**src/rtl/clock_divider_gen_pkg.sv**
```systemverilog
// Shared constants and FSM encoding for the clock-enable / divided-clock generator.
package clock_divider_gen_pkg;

    localparam int CDG_DEFAULT_DIV = 10;
    localparam int CDG_MIN_DIV     = 2;

    typedef enum logic [1:0] {
        ST_IDLE   = 2'd0,
        ST_SYNC   = 2'd1,
        ST_LOCKED = 2'd2
    } cdg_state_e;

endpackage

```
**src/rtl/clock_divider_gen_period_counter.sv**
```systemverilog
// Loadable modulo-N period counter with a terminal flag; clear dominates run.
module div_period_counter #(
    parameter int WIDTH = 8
) (
    input  logic             clk_i,
    input  logic             srst_i,
    input  logic             run_i,
    input  logic             clear_i,
    input  logic [WIDTH-1:0] modulus_i,
    output logic [WIDTH-1:0] count_o,
    output logic             terminal_o
);

    logic [WIDTH-1:0] count_q;
    logic [WIDTH-1:0] count_d;

    // >= rather than == so a count stranded above a shrunken modulus still wraps.
    assign terminal_o = run_i && (count_q >= (modulus_i - WIDTH'(1)));
    assign count_o    = count_q;

    always_comb begin
        count_d = count_q;
        if (clear_i) begin
            count_d = '0;
        end else if (run_i) begin
            count_d = terminal_o ? '0 : count_q + WIDTH'(1);
        end
    end

    always_ff @(posedge clk_i) begin
        if (srst_i) begin
            count_q <= '0;
        end else begin
            count_q <= count_d;
        end
    end

endmodule

```
**src/rtl/clock_divider_gen.sv**
```systemverilog
// Programmable tick / divided-clock generator; divisor changes take effect only at period boundaries.
module clock_divider_gen
    import clock_divider_gen_pkg::*;
#(
    parameter int DIV_WIDTH   = 8,
    parameter int DEFAULT_DIV = CDG_DEFAULT_DIV
) (
    input  logic                 i_Clk,
    input  logic                 i_Rst,
    input  logic                 i_Enable,
    input  logic [DIV_WIDTH-1:0] i_Div,
    input  logic                 i_Div_Load,
    output logic                 o_Div_Clk,
    output logic                 o_Tick,
    output logic                 o_Locked,
    output logic                 o_Pending
);

    cdg_state_e           state_q, state_d;
    logic [DIV_WIDTH-1:0] active_div_q, active_div_d;
    logic [DIV_WIDTH-1:0] pending_div_q, pending_div_d;
    logic                 pending_vld_q, pending_vld_d;
    logic                 tick_q, tick_d;
    logic                 div_clk_q, div_clk_d;
    logic                 locked_q, locked_d;
    logic                 pend_out_q, pend_out_d;

    logic                 running;
    logic                 terminal;
    logic                 apply;
    logic [DIV_WIDTH-1:0] count;
    logic [DIV_WIDTH-1:0] load_val;
    logic [DIV_WIDTH:0]   high_len;

    assign running  = (state_q != ST_IDLE) && i_Enable;
    assign load_val = (i_Div < DIV_WIDTH'(CDG_MIN_DIV)) ? DIV_WIDTH'(CDG_MIN_DIV) : i_Div;
    // ceil(N/2) computed one bit wider so N = 2^W-1 does not overflow.
    assign high_len = ({1'b0, active_div_q} + (DIV_WIDTH+1)'(1)) >> 1;

    div_period_counter #(
        .WIDTH (DIV_WIDTH)
    ) u_period (
        .clk_i      (i_Clk),
        .srst_i     (i_Rst),
        .run_i      (running),
        .clear_i    (!running),
        .modulus_i  (active_div_q),
        .count_o    (count),
        .terminal_o (terminal)
    );

    always_comb begin
        active_div_d  = active_div_q;
        pending_div_d = pending_div_q;
        pending_vld_d = pending_vld_q;
        apply         = 1'b0;
        if (state_q == ST_IDLE) begin
            if (i_Div_Load) begin
                active_div_d = load_val;
            end
        end else if (terminal) begin
            // A strobe landing on the boundary beats any older pending value.
            if (i_Div_Load) begin
                active_div_d  = load_val;
                pending_vld_d = 1'b0;
                apply         = 1'b1;
            end else if (pending_vld_q) begin
                active_div_d  = pending_div_q;
                pending_vld_d = 1'b0;
                apply         = 1'b1;
            end
        end else if (i_Div_Load) begin
            pending_div_d = load_val;
            pending_vld_d = 1'b1;
        end
    end

    always_comb begin
        state_d = state_q;
        if (!i_Enable) begin
            state_d = ST_IDLE;
        end else begin
            case (state_q)
                ST_IDLE:   state_d = ST_SYNC;
                ST_SYNC:   if (terminal && !apply) state_d = ST_LOCKED;
                ST_LOCKED: if (terminal && apply)  state_d = ST_SYNC;
                default:   state_d = ST_IDLE;
            endcase
        end
    end

    always_comb begin
        tick_d     = terminal;
        div_clk_d  = running && ({1'b0, count} < high_len);
        locked_d   = running && (state_q == ST_LOCKED);
        pend_out_d = i_Enable && pending_vld_d;
    end

    always_ff @(posedge i_Clk) begin
        if (i_Rst) begin
            state_q       <= ST_IDLE;
            active_div_q  <= DIV_WIDTH'(DEFAULT_DIV);
            pending_div_q <= '0;
            pending_vld_q <= 1'b0;
            tick_q        <= 1'b0;
            div_clk_q     <= 1'b0;
            locked_q      <= 1'b0;
            pend_out_q    <= 1'b0;
        end else begin
            state_q       <= state_d;
            active_div_q  <= active_div_d;
            pending_div_q <= pending_div_d;
            pending_vld_q <= pending_vld_d;
            tick_q        <= tick_d;
            div_clk_q     <= div_clk_d;
            locked_q      <= locked_d;
            pend_out_q    <= pend_out_d;
        end
    end

    assign o_Tick    = tick_q;
    assign o_Div_Clk = div_clk_q;
    assign o_Locked  = locked_q;
    assign o_Pending = pend_out_q;

endmodule

```
**config.mk**
```make
export PLATFORM = sky130hd
export DESIGN_NAME = clock_divider_gen
export DESIGN_NICKNAME = d
export VERILOG_FILES = /design/src/rtl/clock_divider_gen_pkg.sv /design/src/rtl/clock_divider_gen_period_counter.sv /design/src/rtl/clock_divider_gen.sv
export SDC_FILE = /design/constraint.sdc
export NUM_CORES = 1
export LEC_CHECK = 0
export CORE_ASPECT_RATIO = 0.6
export CORE_UTILIZATION = 44
export DETAILED_ROUTE_END_ITERATION = 8
export GPL_TIMING_DRIVEN = 1
export PLACE_DENSITY = 0.62
export SETUP_SLACK_MARGIN = 0.1
export SLEW_MARGIN = 0
export SYNTH_ARGS = -nofsm -noshare
export SYNTH_HDL_FRONTEND = slang
export SYNTH_HIERARCHICAL = 1
export SYNTH_SLANG_ARGS = --single-unit
```
**constraint.sdc**
```tcl
create_clock -name i_Clk -period 3.6 [get_ports i_Clk]
set_clock_uncertainty 0.2 [all_clocks]
set_input_delay 0.36 -clock i_Clk [delete_from_list [all_inputs] [get_ports i_Clk]]
set_output_delay 0.36 -clock i_Clk [all_outputs]
set_load 0.03 [all_outputs]
```
==> run summary, run 1 <==
Buffers inserted during clock tree synthesis total 5. The met1 layer wirelength in the final routing came out at ~2.4 mm. The flow ran to the end, and the final reports show no timing, DRC or antenna violations.

Using the TritonRoute via totals, the vias-per-cell ratio works out to between 5 and 6. After routing the design area is around 2200 um^2. Along the worst path, the maximum fanout reaches 12. Wires add up to around 4.2 mm. After clock tree synthesis, the setup repair step added 0 buffers. The maximum operating frequency is around 0.33 GHz. The via total after detailed routing came out at about 1,600. 16 I/O pins were placed. The category of the worst setup path capture point is a register. The number of search-and-repair iterations in the first detailed-routing pass came out at 4. The slack of the critical path came out at ~580 ps.

After synthesis the netlist holds a flip-flop and latch count of 31. Routability-driven placement finished with a final weighted congestion of between 0.8 and 0.9. The warning count from the yosys run is 6.

In this run the worst hold path is classified as register to register. The clock slew at the register clock pins of the worst setup and hold paths is ~60 ps. The maximum ir drop on the vdd rail is about 0.17 mV. The combined area of the multi-input logic cells is ~1300 um^2.

The quantity of I/O buffers inserted on ports is 15. Entering global routing, the biggest net connects 20 pins. After detailed routing, the met3 layer carries ~260 um of wire. The die extent in y is ~53 um.

The count of instances resized after the clock tree is built is 0. The worst setup path is launched from a register. The total power density per cell area is approximately 340 nW/um^2. The number of buffers added to fix hold violations after cts came out at 0. The clock tree synthesis step divided the H-tree into 2 levels. The initialized floorplan defines 18 standard-cell rows. The max-slew violation total from the final report came to 0. The worst path uses a little over four fifths of the clock period. Sequential elements use between 30% and 40% of the synthesized area.

The time the worst path needs with I/O delays and setup is between 3000 and 4000 ps. The net count after synthesis is ~250. The transition time at the pin with the least slew margin is between 400 and 500 ps.

For this run, the leading register cell type out of synthesis is sky130_fd_sc_hd__dfxtp_1. In this run the static leakage power is a little over 0.8 nW. The detailed router used layers up to and including met4. The area of the mapped netlist came out at just under 2000 um^2.

The layout cell share with drive strength beyond 1 is about 15%. The data arrival time of the critical path came out at around 3000 ps. The tree is rooted in a sky130_fd_sc_hd__clkbuf_8. The number of remaining DRC errors came out at 0. Setup repair after global routing left no endpoint under its margin.

The filler cells instantiated in the layout total 402. OpenSTA, run right after detailed placement, puts the worst setup slack at 594.0 ps. The remaining global-route overflow came out at 0.

The global router's overall resource usage is a little over 20%. The minimum hold slack is ~260 ps. The number of antenna violations at the first check in global routing is 0.

The setup path with the least slack is of type register to register. The width of the chip is 87.74 um. Setup violations remaining at the end of the flow were counted as 0. Synthesis handed over a netlist of roughly 220 instances. The max-capacitance violation count is 0. The final net count came out at around 260. The area of the core region is 4167 um^2.

The starting utilization of the core area is a little under half. TritonCTS built the clock tree. From synthesis to final layout, the design area changed by 14.64%. The final sum of negative setup slack came out at 0 ps. For this design, the sink count on the clock tree is 31. The detailed router's first-iteration violation count is 70. The wire length of the first global-routing pass came out at ~7.0 mm. Overall power consumption after layout is estimated at about 770 uW. The via count of the first global-routing pass is 1,421. The post-synthesis average cell area came out at around 8.9 um^2. In the final routed layout, each cell accounts on average for around 14 um. The detailed-placement wirelength estimate came out at about 3.3 mm. The maximum clock path buffer count came out at 2. The count of cell types in the netlist is between 50 and 60. The clock latency on the worst-skew pair came out at about 280 ps. The sequential cell area is 620.6 um^2. The worst-case headroom to the max-slew limit came out at between 70 and 80%. Summing all placed instances gives a cell area of around 2100 um^2. The final-report hold violation count is 0. The floorplan step defined a die boundary enclosing ~4700 um^2.

Yosys mapped a number of flops with a built-in enable equal to 0. The required time reported for the critical path endpoint is 3610 ps. The residual antenna-violating net count after detailed routing came out at 0. The number of antenna diodes in the final layout is 0. The share of synthesized registers carrying an async set or reset is 0%. The routed design uses ~1.5 mm of met2 wire.
## sequential cells by signal, indices dropped and copies added (netlist names)
signal and flops:
o_Locked 1, state_q 2, pending_div_q 8, o_Div_Clk 1, u_period/count_o 8, o_Tick 1
active_div_q 8, o_Pending 1, pending_vld_q 1
## final cells by class
type | instances | share of cell area (%)
inverters | 6 | 1.012
well taps | 60 | 3.375
clock buffers | 6 | 3.712
multi-input cells | 173 | 56.36
repair buffers | 17 | 7.424
clock inverters | 1 | 0.2250
flip-flops and latches | 31 | 27.90
## cell families (layout without fill, tap and decap cells)
| logic type | after synthesis | after routing | share of synthesized area (%) |
|---|---|---|---|
| flip-flops | 31 | 31 | 31.98 |
| adder cells (fa/ha/maj) | 18 | 18 | 11.61 |
| AO/OA/AOI/OAI | 46 | 46 | 17.93 |
| buffers and inverters | 13 | 30 | 3.417 |
| AND/OR/NAND/NOR | 89 | 89 | 25.98 |
| XOR/XNOR | 19 | 19 | 8.575 |
| multiplexers | 1 | 1 | 0.5158 |
## power by group
part           leakage (nW)  switching, mW  internal, mW  total [mW]
clock network        0.0470          0.129         0.150       0.279
registers             0.253         0.0193         0.355       0.374
logic                 0.515         0.0595        0.0529       0.112
## final timing paths
check	start	to	slack, ps	cells after the start
worst min register to register	pending_div_q[3]$_SDFFE_PP0P_	pending_div_q[3]$_SDFFE_PP0P_	260	2
worst min-delay path	pending_div_q[3]$_SDFFE_PP0P_	pending_div_q[3]$_SDFFE_PP0P_	260	2
worst max-delay path	active_div_q[4]$_SDFFE_PP0P_	state_q[1]$_SDFFE_PP0P_	580	11
worst max register to register	active_div_q[4]$_SDFFE_PP0P_	state_q[1]$_SDFFE_PP0P_	580	11
## placed cells by master (no fill, tap or decap), types with 4 or more instances in the layout
| cell | count |
|---|---|
| sky130_fd_sc_hd__nor2_1 | 16 |
| sky130_fd_sc_hd__xnor2_1 | 9 |
| sky130_fd_sc_hd__xor2_1 | 10 |
| sky130_fd_sc_hd__nor3_1 | 12 |
| sky130_fd_sc_hd__nor3_2 | 8 |
| sky130_fd_sc_hd__clkdlybuf4s50_1 | 15 |
| sky130_fd_sc_hd__o21ai_0 | 4 |
| sky130_fd_sc_hd__a21oi_1 | 12 |
| sky130_fd_sc_hd__nand2_1 | 28 |
| sky130_fd_sc_hd__o22ai_1 | 5 |
| sky130_fd_sc_hd__clkbuf_8 | 6 |
| sky130_fd_sc_hd__dfxtp_1 | 31 |
| sky130_fd_sc_hd__a31oi_1 | 4 |
| sky130_fd_sc_hd__ha_1 | 18 |
| sky130_fd_sc_hd__inv_1 | 4 |
## worst max-delay path, stage by stage (launching register included)
cell                        delay (ps)
sky130_fd_sc_hd__dfxtp_1           410
sky130_fd_sc_hd__nor4_1            450
sky130_fd_sc_hd__nand2_1           110
sky130_fd_sc_hd__xor2_1            160
sky130_fd_sc_hd__ha_1              310
sky130_fd_sc_hd__and3_4            210
sky130_fd_sc_hd__o2111ai_4         120
sky130_fd_sc_hd__o21ai_4           170
sky130_fd_sc_hd__buf_4             240
sky130_fd_sc_hd__nor3b_1           270
sky130_fd_sc_hd__nand3b_1          110
sky130_fd_sc_hd__a21oi_1           170
## stage by stage
| step | std cells | utilization (%) |
|---|---|---|
| 2_1_floorplan | 217 | - |
| 3_3_place_gp | 287 | 51.29 |
| 3_5_place_dp | 287 | 51.29 |
| 4_1_cts | 294 | 53.39 |
| 5_1_grt | 294 | 53.39 |
| 6_report | 294 | 53.39 |
## per-layer routing
layer  vias to the layer above  global-route usage [%]
met1                       728                   32.15
li1                        817                       -
met3                         4                   4.836
met2                        35                   26.74
met4                         0                   4.918
met5                         -                       0
## Yosys cell counts, types with 4 or more instances
| cell | count | share of area [%] |
|---|---|---|
| sky130_fd_sc_hd__o22ai_1 | 5 | 1.6 |
| sky130_fd_sc_hd__nor3_1 | 12 | 3.1 |
| sky130_fd_sc_hd__o21ai_0 | 4 | 1.0 |
| sky130_fd_sc_hd__dfxtp_1 | 31 | 32 |
| sky130_fd_sc_hd__xor2_1 | 10 | 4.5 |
| sky130_fd_sc_hd__nor3_2 | 8 | 4.1 |
| sky130_fd_sc_hd__nor2_1 | 16 | 3.1 |
| sky130_fd_sc_hd__a31oi_1 | 4 | 1.3 |
| sky130_fd_sc_hd__inv_1 | 4 | 0.77 |
| sky130_fd_sc_hd__xnor2_1 | 9 | 4.1 |
| sky130_fd_sc_hd__ha_1 | 18 | 12 |
| sky130_fd_sc_hd__a21oi_1 | 12 | 3.1 |
| sky130_fd_sc_hd__nand2_1 | 28 | 5.4 |
(Power assumes the default switching activity.)
==> run 2: changes to the inputs <==
- clock period: 3.6 -> 3 ns (I/O delays scaled with it)
==> run 2 against run 1 <==
Net effect:
- design area up 7.0%
- sequential power is 20% higher
- register-to-register slack got worse by 360 ps
- die area did not move
- critical path depth is 1 higher
- core utilization up 3.8 points
- critical endpoint is now pending_div_q[7]$_SDFFE_PP0P_
- largest power group unchanged
==> run summary, run 2 (synthesis results as in run 1) <==
The max-slew violation total from the final report came to 0 (unchanged). The maximum ir drop on the vdd rail is 0.2997 mV (+77%). The starting utilization of the core area was 46.58% (unchanged). The largest fanout on the critical path came out at 6 (-6). The clock latency on the worst-skew pair is 280 ps (about the same). The worst-case headroom to the max-slew limit came to 70.35% (-2.6 points). The number of antenna violations at the first check in global routing is 0 (unchanged). The die extent in y is 53.44 um (unchanged). In the layout the commonest cells are sky130_fd_sc_hd__dfxtp_1, sky130_fd_sc_hd__nand2_1, sky130_fd_sc_hd__ha_1. The time the worst path needs with I/O delays and setup is 2776 ps (-244.5 ps).

The critical path goes through inv_1, ha_2, xnor2_2, ha_1, a211o_1, a31oi_4, o21ai_4, o21bai_2, nor2_2, buf_4, nand2_1, a21oi_1. The TritonCTS buffer count is 5 (unchanged). Setup repair after global routing left no endpoint under its margin. The weighted congestion reported at the end of routability-driven placement is 0.8031 (-8.3%). The part of the cycle the worst path needs came to 92.53% (+8.6 points).

The CTS tree is done. The via count of the first global-routing pass is 1,439 (+1.3%). The detailed router's first-iteration violation count came out at 77 (+10%). The detailed-placement wirelength estimate came out at 3.390 mm (+3.3%).

The clock slew at the register clock pins of the worst setup and hold paths was 70 ps (about the same). The global router's overall resource usage was 21.16% (+0.66 points). The number of buffers added to fix hold violations after cts is 0 (unchanged). The TritonCTS sink count was 31 (unchanged). The category of the worst setup path capture point is a register. The final sum of negative setup slack came out at 0 ps (unchanged). The layout cell share with drive strength beyond 1 is 22.86% (+7.9 points). The final net count is 275 (+4.2%). The run finished with clean final reports. The die outline area is 4689 um^2 (unchanged). Clock tree synthesis selected as its root buffer the cell sky130_fd_sc_hd__clkbuf_8.

The number of remaining DRC errors came out at 0 (unchanged). The standby leakage power is 0.8849 nW (+8.6%). The data arrival time of the critical path was 2790 ps (-240 ps). The remaining global-route overflow came out at 0 (unchanged).

The count of endpoints failing setup in the final report was 0 (unchanged). STA classifies the critical path startpoint as a register. The via density per instance came to 5.430 (+0.77%). The number of search-and-repair iterations in the first detailed-routing pass is 4 (unchanged). The overall routed net length came out at 4.543 mm (+8.1%). The total power density per cell area is 401.3 nW/um^2 (+17%). The final-report hold violation count is 0 (unchanged). The quantity of I/O buffers inserted on ports came out at 15 (unchanged). The max-capacitance violation count was 0 (unchanged). The number of I/O pins came out at 16 (unchanged).

The wire length of the first global-routing pass is 7.203 mm (+3.1%). The maximum operating frequency came out at 0.3602 GHz (+8.8%). The residual antenna-violating net count after detailed routing is 0 (unchanged).

The pin count of the biggest net entering global routing is 15 (-25%). The maximum clock path buffer count is 2 (unchanged). The number of placement rows came out at 18 (unchanged). The fraction of the core area covered by cells at the end of the flow is 57.15% (+3.8 points). The H-tree depth is 2 (unchanged). The worst hold path belongs to the class register to register. Leaving out fill and tap cells, the most frequent cell in the layout is sky130_fd_sc_hd__dfxtp_1.

The number of antenna repair diodes is 0 (unchanged). The routed length per placed instance was 14.90 um (+4.2%). The required time reported for the critical path endpoint was 3010 ps (-600 ps). The width of the chip is 87.74 um (unchanged). The biggest cell delay along the critical path is 380 ps (-70 ps). The critical path in this run is classified as register to register. The total power of the final layout is 955.5 uW (+25%).

The transition time at the pin with the least slew margin is 443.4 ps (+41.34 ps). For this design, the slowest cell found on the critical path is sky130_fd_sc_hd__dfxtp_2. The area of the core region was 4167 um^2 (unchanged). Relative to the synthesized area, the layout overhead comes to 22.69%. The reg-to-reg setup timing slack came out at 220 ps (-360 ps). The via total after detailed routing was 1,656 (+4.5%).
## run 2: routing by layer
layer  wire length (um)  track usage (%)  up-vias
met5                  0                0        -
met3                216            5.304        5
met4                 41            6.284        0
met1               2669            34.51      776
li1                   -                -      838
met2               1615            24.94       37
## run 2: power breakdown
group | internal [mW] | switching [mW] | leakage (nW)
combinational | 0.0818 | 0.0861 | 0.585
clock | 0.180 | 0.159 | 0.0470
sequential | 0.427 | 0.0214 | 0.253
## run 2: stage by stage
stage          hold slack, ps  std cells  instance area, um^2  setup slack, ps
5_1_grt                 283.3        305                 2381            86.25
3_5_place_dp            248.3        295                 2203            176.9
2_1_floorplan           233.2        217                 1947            108.2
6_report                259.1        305                 2381            224.1
3_3_place_gp            245.3        295                 2203            175.9
4_1_cts                 257.7        302                 2291            164.5
## run 2: critical path, delay by kind of cell (launching register included)
| family | cells | cell delay, ps |
|---|---|---|
| AOI/OAI and AO/OA | 5 | 990 |
| adders and majority gates | 2 | 550 |
| DFF | 1 | 380 |
| buffers and inverters | 2 | 230 |
| and+or+nand+nor | 2 | 220 |
| xor gates and xnor gates | 1 | 150 |
## run 2: final timing paths
kind                                   endpoint  cells past startpoint                          start
setup / recovery  pending_div_q[7]$_SDFFE_PP0P_                     12   active_div_q[1]$_SDFFE_PP1P_
hold / removal    pending_div_q[6]$_SDFFE_PP0P_                      2  pending_div_q[6]$_SDFFE_PP0P_
setup reg to reg  pending_div_q[7]$_SDFFE_PP0P_                     12   active_div_q[1]$_SDFFE_PP1P_
hold reg to reg   pending_div_q[6]$_SDFFE_PP0P_                      2  pending_div_q[6]$_SDFFE_PP0P_
## run 2: cell type report
cell class,count,area [um^2]
clock inverters,1,5.005
clock buffers,6,82.58
inverters,6,22.52
flip-flops and latches,31,624.3
well taps,60,75.07
repair buffers,28,260.3
multi-input cells,173,1311
fillers,399,1785
## run 2: repair_timing
| action | CTS | global route |
|---|---|---|
| setup buffers | 0 | 3 |
| setup endpoints to repair | 0 | 15 |
| gates resized for setup | 0 | 12 |
| hold endpoints to repair | 0 | 0 |
==> run 3: changes to the inputs <==
- CAP_MARGIN: default -> 40
==> results of run 3 <==
No change in the layout: final DEF, timing and power equal those of run 2.
